==> config.mk <==
export PLATFORM = sky130hd
export DESIGN_NAME = fetch_pc_gen
export DESIGN_NICKNAME = d
export VERILOG_FILES = /design/src/rtl/fetch_pc_gen_pkg.sv /design/src/rtl/fetch_pc_gen_btb_array.sv /design/src/rtl/fetch_pc_gen.sv
export SDC_FILE = /design/constraint.sdc
export NUM_CORES = 2
export LEC_CHECK = 0
export CORE_ASPECT_RATIO = 1.4
export CORE_MARGIN = 3
export CORE_UTILIZATION = 25
export CTS_BUF_LIST = sky130_fd_sc_hd__clkbuf_8
export CTS_CLUSTER_SIZE = 10
export DETAILED_ROUTE_END_ITERATION = 8
export PLACE_DENSITY = 0.37
export SYNTH_ARGS = -nofsm -noshare
export SYNTH_HDL_FRONTEND = slang
export SYNTH_SLANG_ARGS = --single-unit
export TNS_END_PERCENT = 5
==> constraint.sdc <==
create_clock -name clk_i -period 7.85 [get_ports clk_i]
set_input_delay 1.9625 -clock clk_i [delete_from_list [all_inputs] [get_ports clk_i]]
set_output_delay 1.9625 -clock clk_i [all_outputs]
set_load 0.01 [all_outputs]
==> src/rtl/fetch_pc_gen_pkg.sv <==
// Shared types and helpers for the fetch-PC generator and its branch target buffer.
package fetch_pc_gen_pkg;

    localparam int PC_W = 64;

    localparam logic [1:0] CTR_SNT  = 2'b00;
    localparam logic [1:0] CTR_WNT  = 2'b01;
    localparam logic [1:0] CTR_WT   = 2'b10;
    localparam logic [1:0] CTR_ST   = 2'b11;
    localparam logic [1:0] CTR_INIT = CTR_WT;

    typedef struct packed {
        logic            valid;
        logic [PC_W-1:0] tag;
        logic [PC_W-3:0] target;
        logic [1:0]      ctr;
    } Btb_Entry_t;

    typedef struct packed {
        logic            valid;
        logic [PC_W-1:0] pc;
        logic            taken;
        logic [PC_W-1:0] target;
        logic            pred_taken;
        logic [PC_W-1:0] pred_target;
    } Resolve_t;

    // 2-bit saturating direction counter step.
    function automatic logic [1:0] ctr_update(input logic [1:0] ctr, input logic taken);
        logic [1:0] nxt;
        case (ctr)
            CTR_SNT: nxt = taken ? CTR_WNT : CTR_SNT;
            CTR_WNT: nxt = taken ? CTR_WT  : CTR_SNT;
            CTR_WT:  nxt = taken ? CTR_ST  : CTR_WNT;
            default: nxt = taken ? CTR_ST  : CTR_WT;
        endcase
        ctr_update = nxt;
    endfunction

endpackage

==> src/rtl/fetch_pc_gen_btb_array.sv <==
// Direct-mapped BTB storage: one combinational lookup port, one read-modify-write
// training port and a synchronous clear of the valid bits.
module btb_array
    import fetch_pc_gen_pkg::*;
#(
    parameter int ENTRIES = 16,
    parameter int IDX_W   = $clog2(ENTRIES)
) (
    input  logic              clk_i,
    input  logic              clear_i,
    input  logic [IDX_W-1:0]  rd_idx_i,
    output logic              rd_valid_o,
    output logic [PC_W-1:0]   rd_tag_o,
    output logic [PC_W-3:0]   rd_target_o,
    output logic [1:0]        rd_ctr_o,
    input  logic              wr_en_i,
    input  logic [IDX_W-1:0]  wr_idx_i,
    input  logic [PC_W-1:0]   wr_tag_i,
    input  logic              wr_taken_i,
    input  logic [PC_W-3:0]   wr_target_i
);

    Btb_Entry_t mem [ENTRIES];
    Btb_Entry_t wr_old;
    logic       wr_hit;

    assign rd_valid_o  = mem[rd_idx_i].valid;
    assign rd_tag_o    = mem[rd_idx_i].tag;
    assign rd_target_o = mem[rd_idx_i].target;
    assign rd_ctr_o    = mem[rd_idx_i].ctr;

    assign wr_old = mem[wr_idx_i];
    assign wr_hit = wr_old.valid && (wr_old.tag == wr_tag_i);

    // Only valid bits are cleared; stale payload is unreachable once invalid.
    always_ff @(posedge clk_i) begin
        if (clear_i) begin
            for (int i = 0; i < ENTRIES; i++) begin
                mem[i].valid <= 1'b0;
            end
        end else if (wr_en_i) begin
            if (wr_hit) begin
                mem[wr_idx_i].ctr <= ctr_update(wr_old.ctr, wr_taken_i);
                if (wr_taken_i) begin
                    mem[wr_idx_i].target <= wr_target_i;
                end
            end else if (wr_taken_i) begin
                mem[wr_idx_i] <= '{valid: 1'b1, tag: wr_tag_i, target: wr_target_i, ctr: CTR_INIT};
            end
        end
    end

endmodule

==> src/rtl/fetch_pc_gen.sv <==
// Fetch-PC generator: owns the fetch PC, predicts next PC through a direct-mapped BTB,
// trains on EX resolutions and redirects on mispredict.
module fetch_pc_gen
    import fetch_pc_gen_pkg::*;
#(
    parameter int                    DATA_WIDTH  = 64,
    parameter logic [DATA_WIDTH-1:0] RESET_PC    = 64'h0000_0000_8000_0000,
    parameter int                    BTB_ENTRIES = 16
) (
    input  logic                  clk_i,
    input  logic                  rst_ni,
    input  logic                  stall_i,
    output logic [DATA_WIDTH-1:0] pc_o,
    output logic                  pred_taken_o,
    output logic [DATA_WIDTH-1:0] pred_target_o,
    input  logic                  res_valid_i,
    input  logic [DATA_WIDTH-1:0] res_pc_i,
    input  logic                  res_taken_i,
    input  logic [DATA_WIDTH-1:0] res_target_i,
    input  logic                  res_pred_taken_i,
    input  logic [DATA_WIDTH-1:0] res_pred_target_i,
    output logic                  redirect_o,
    output logic [31:0]           mispredict_cnt_o
);

    localparam int                    IDX_W   = $clog2(BTB_ENTRIES);
    localparam logic [DATA_WIDTH-1:0] PC_STEP = DATA_WIDTH'(4);

    function automatic logic [DATA_WIDTH-1:0] align(input logic [DATA_WIDTH-1:0] a);
        align = a & ~DATA_WIDTH'(3);
    endfunction

    logic [DATA_WIDTH-1:0] pc_p0;
    logic [31:0]           mis_cnt_p0;

    logic                  rd_valid;
    logic [PC_W-1:0]       rd_tag;
    logic [PC_W-3:0]       rd_target;
    logic [1:0]            rd_ctr;
    logic                  hit;
    logic                  pred_taken;
    logic [DATA_WIDTH-1:0] pred_target;

    Resolve_t              res;
    logic [DATA_WIDTH-1:0] res_pc_a;
    logic [DATA_WIDTH-1:0] res_tgt_a;
    logic [DATA_WIDTH-1:0] res_ptgt_a;
    logic [DATA_WIDTH-1:0] redir_pc;
    logic                  mispredict;

    // Lookup on the current fetch PC
    assign hit         = rd_valid && (rd_tag == PC_W'(pc_p0 >> (IDX_W + 2)));
    assign pred_taken  = hit && rd_ctr[1];
    assign pred_target = pred_taken ? {rd_target[DATA_WIDTH-3:0], 2'b00} : pc_p0 + PC_STEP;

    // Resolve from EX; everything is ignored while in reset
    assign res = '{valid:       res_valid_i & rst_ni,
                   pc:          PC_W'(res_pc_i),
                   taken:       res_taken_i,
                   target:      PC_W'(res_target_i),
                   pred_taken:  res_pred_taken_i,
                   pred_target: PC_W'(res_pred_target_i)};

    assign res_pc_a   = align(DATA_WIDTH'(res.pc));
    assign res_tgt_a  = align(DATA_WIDTH'(res.target));
    assign res_ptgt_a = align(DATA_WIDTH'(res.pred_target));

    assign mispredict = res.valid &&
                        ((res.taken != res.pred_taken) || (res.taken && (res_tgt_a != res_ptgt_a)));
    assign redir_pc   = res.taken ? res_tgt_a : res_pc_a + PC_STEP;

    btb_array #(
        .ENTRIES (BTB_ENTRIES),
        .IDX_W   (IDX_W)
    ) u_btb (
        .clk_i       (clk_i),
        .clear_i     (~rst_ni),
        .rd_idx_i    (pc_p0[IDX_W+1:2]),
        .rd_valid_o  (rd_valid),
        .rd_tag_o    (rd_tag),
        .rd_target_o (rd_target),
        .rd_ctr_o    (rd_ctr),
        .wr_en_i     (res.valid),
        .wr_idx_i    (res_pc_a[IDX_W+1:2]),
        .wr_tag_i    (PC_W'(res_pc_a >> (IDX_W + 2))),
        .wr_taken_i  (res.taken),
        .wr_target_i ((PC_W-2)'(res_tgt_a[DATA_WIDTH-1:2]))
    );

    // Fetch PC register: redirect beats stall
    always_ff @(posedge clk_i) begin
        if (!rst_ni) begin
            pc_p0      <= align(RESET_PC);
            mis_cnt_p0 <= '0;
        end else begin
            if (mispredict) begin
                pc_p0      <= redir_pc;
                mis_cnt_p0 <= mis_cnt_p0 + 32'd1;
            end else if (!stall_i) begin
                pc_p0 <= pred_target;
            end
        end
    end

    assign pc_o             = pc_p0;
    assign pred_taken_o     = pred_taken;
    assign pred_target_o    = pred_target;
    assign redirect_o       = mispredict;
    assign mispredict_cnt_o = mis_cnt_p0;

endmodule

==> flow_summary.json <==
{
  "vias": 55600,
  "finish.instance_area_um2": 112000,
  "finalCritPeriodShare": 0.983,
  "synth_xor_area_frac": 0.0248,
  "yosys.area.top_type": "edfxtp_1",
  "synthAdderAreaFrac": 0.000920,
  "h-tree-depth": 5,
  "postSynthAreaPerCell_um2": 18.6,
  "layout_commonest_cell": "edfxtp_1",
  "arrival_ps": 5750,
  "netlist.area_leader.share": 0.634,
  "clock-sinks": 2068,
  "placed_cell_area_um2": 106000,
  "numCtsBuffers": 356,
  "ant_nets": 0,
  "status": "complete, no violations",
  "io_pins": 360,
  "synthArstFlopShare": 0,
  "cp-end-kind": "output pin",
  "pwr-share-clk": 0.367,
  "pwr-share-comb": 0.139,
  "cts_tree": "built",
  "seqPwrFrac": 0.494,
  "pre_cts_slack_ps": 555,
  "final_cell_mix": "edfxtp_1 (1952), mux4_2 (782), buf_4 (388)",
  "met1_usage": 0.265,
  "worstPathMaxFanout": 24,
  "initial_core_util": 0.252,
  "core_um2": 367000,
  "worst_pin_slew_ps": 1220,
  "finalHoldViolCount": 0,
  "die_area_um2": 377000,
  "grt.busiest_layer": "met2",
  "num_rows": 263,
  "clk_pin_slew_ps": 60,
  "synth_nets": 5188,
  "synth_compound_area_frac": 0.0336,
  "via_per_inst": 5.03,
  "hp-class": "flip-flop to flip-flop",
  "finalWorstSetupSlack_ps": 133,
  "netlist_top_cells_area": "edfxtp_1 (63%), mux4_2 (19%), dfxtp_1 (2.5%)",
  "regArea_um2": 61000,
  "synth_edf_count": 1952,
  "met2_usage": 0.369,
  "ys_warn_count": 0,
  "seq_area_frac_synth": 0.659,
  "drc": 0,
  "multi_input_area_um2": 30300,
  "first_pass_iters": 5,
  "numPortBuffers": 353,
  "post-route-min-period_ps": 7720,
  "dp_hpwl_um": 272000,
  "wl_per_cell_um": 36.5,
  "use_met3": 0.0285,
  "cellPowerDensity_nw_per_um2": 221,
  "ys.flop_type": "edfxtp_1",
  "place_inst": 10400,
  "synth_simple_gate_area_frac": 0.0466,
  "synth_top_family_by_area": "multiplexers",
  "grt_pass1_wl_um": 537000,
  "antenna_found_initial": 38,
  "synthDistinctLibCells": 73,
  "cts_root_buf": "clkbuf_8",
  "grt_usage": 0.209,
  "internal_power_uw": 18000,
  "grt_max_degree": 102,
  "synth_area_um2": 92500,
  "clk_latency_ps": 1060,
  "worstPathRequired_ps": 5890,
  "rsz0062_at_grt": "true",
  "drt_first_iter_violations": 5137,
  "die_width_um": 520,
  "wirelength_um": 404000,
  "maxSlewViolCount": 0,
  "p_leak_uw": 0.0365,
  "path_class": "flip-flop to output pin",
  "ir_worst_vdd_mv": 0.132,
  "fin_skew_ps": 109,
  "grt-ovfl-total": 0,
  "slew-limit-headroom": 0.186,
  "p_sw_uw": 6890,
  "tns_ps": 0,
  "gp_congestion": 0.881,
  "grt_pass1_vias": 58000,
  "n_fill_cell": 36400,
  "muxShareOfSynthArea": 0.217,
  "start_kind": "flip-flop",
  "syn2layout_area_growth_pct": 21.6,
  "clockBufferDepth": 4,
  "synth_seq_cells": 2068,
  "layoutNonFillerInstCount": 11000,
  "setup_viol": 0,
  "cap_violations": 0,
  "nets": 6069,
  "drive_gt1_frac": 0.305,
  "fmax_mhz": 130,
  "switching_share": 0.277,
  "syn-instance-count": 4984,
  "fp.dieH_um": 726
}
==> final timing paths <==
path                     start           endpoint  slack (ps)  depth (start not counted)
min reg2reg  u_btb.mem[2][122]  u_btb.mem[2][122]         480                          1
min          u_btb.mem[2][122]  u_btb.mem[2][122]         480                          1
max reg2reg          flip-flop          flip-flop        3130                         16
max                  flip-flop  pred_target_o[25]         130                         16
==> per-stage QoR <==
stage,util,total power (uW),hold slack [ps]
after global placement,0.287,16000,459
after CTS,0.306,25300,479
final,0.306,24900,480
after detailed placement,0.287,16000,465
after global routing,0.306,25800,505
after floorplan,-,14100,435
==> power groups by stage <==
stage / registers, uW / logic [uW] / clock network (uW)
after floorplan: 12500 / 1670 / 0
after global placement: 12500 / 3410 / 0
after detailed placement: 12500 / 3410 / 0
after CTS: 12300 / 3520 / 9490
after global routing: 12300 / 3620 / 9920
final: 12300 / 3460 / 9130
==> timing repair <==
item                                    in CTS  in global routing
hold buffers                                 0                  0
endpoints found under the setup margin      64                 47
setup buffers                               27                  8
pin swaps                                    3                  0
cloned                                       0                  0
gates resized for setup                     29                 16
==> worst max-delay path: stages (launching register included) <==
cell,delay (ps)
dfxtp_4,390
buf_12,120
buf_16,180
buf_12,280
mux4_2,520
mux2i_1,460
xnor2_1,250
o21ai_1,350
and4_1,230
nand2_1,70
nor4_2,260
buf_4,210
nand2_4,90
buf_12,180
buf_12,170
mux2_4,330
clkdlybuf4s50_1,490
==> registers in the layout, indices dropped and copies added, names as in the netlist, named ones only <==
signal and count:
u_btb.mem 1968, pc_o 64, mispredict_cnt_o 32
==> Yosys cell counts (all sizes together) (9+ instances only) <==
master	count
edfxtp	1952
mux4	782
nand2	247
clkbuf	160
buf	158
xnor2	153
mux2i	150
nor2	149
dfxtp	116
xor2	109
nand3	101
o21ai	84
mux2	72
a21o	62
nand4	58
and3	51
inv	50
and2	49
a21oi	40
a22o	34
nand2b	33
nor2b	33
nor4	32
a22oi	31
nor3	28
a221o	27
a221oi	23
and4	16
a31oi	15
or3	15
o211ai	13
o22ai	12
o2111a	10
a211o	9
==> logic make-up after synthesis <==
family / Yosys count
mux: 1004
buf+inv: 368
fa+ha+maj: 7
compound gates: 423
flops: 2068
simple gates: 852
xor+xnor: 262
==> layout make-up <==
class / count / share of cell area
Sequential cell: 2068 / 0.542
Multi-Input combinational cell: 2548 / 0.270
Timing Repair Buffer: 841 / 0.0761
Tap cell: 4902 / 0.0545
Clock buffer: 370 / 0.0453
Clock inverter: 259 / 0.0104
Inverter: 50 / 0.00175
Antenna cell: 9 / 0.000200
==> routing by layer <==
layer  part of all wire  wire [um]
met4              0.032      12800
met3              0.055      22200
met1               0.40     162000
met5           0.000079         32
met2               0.51     207000
Power figures use the tool's default switching activity.
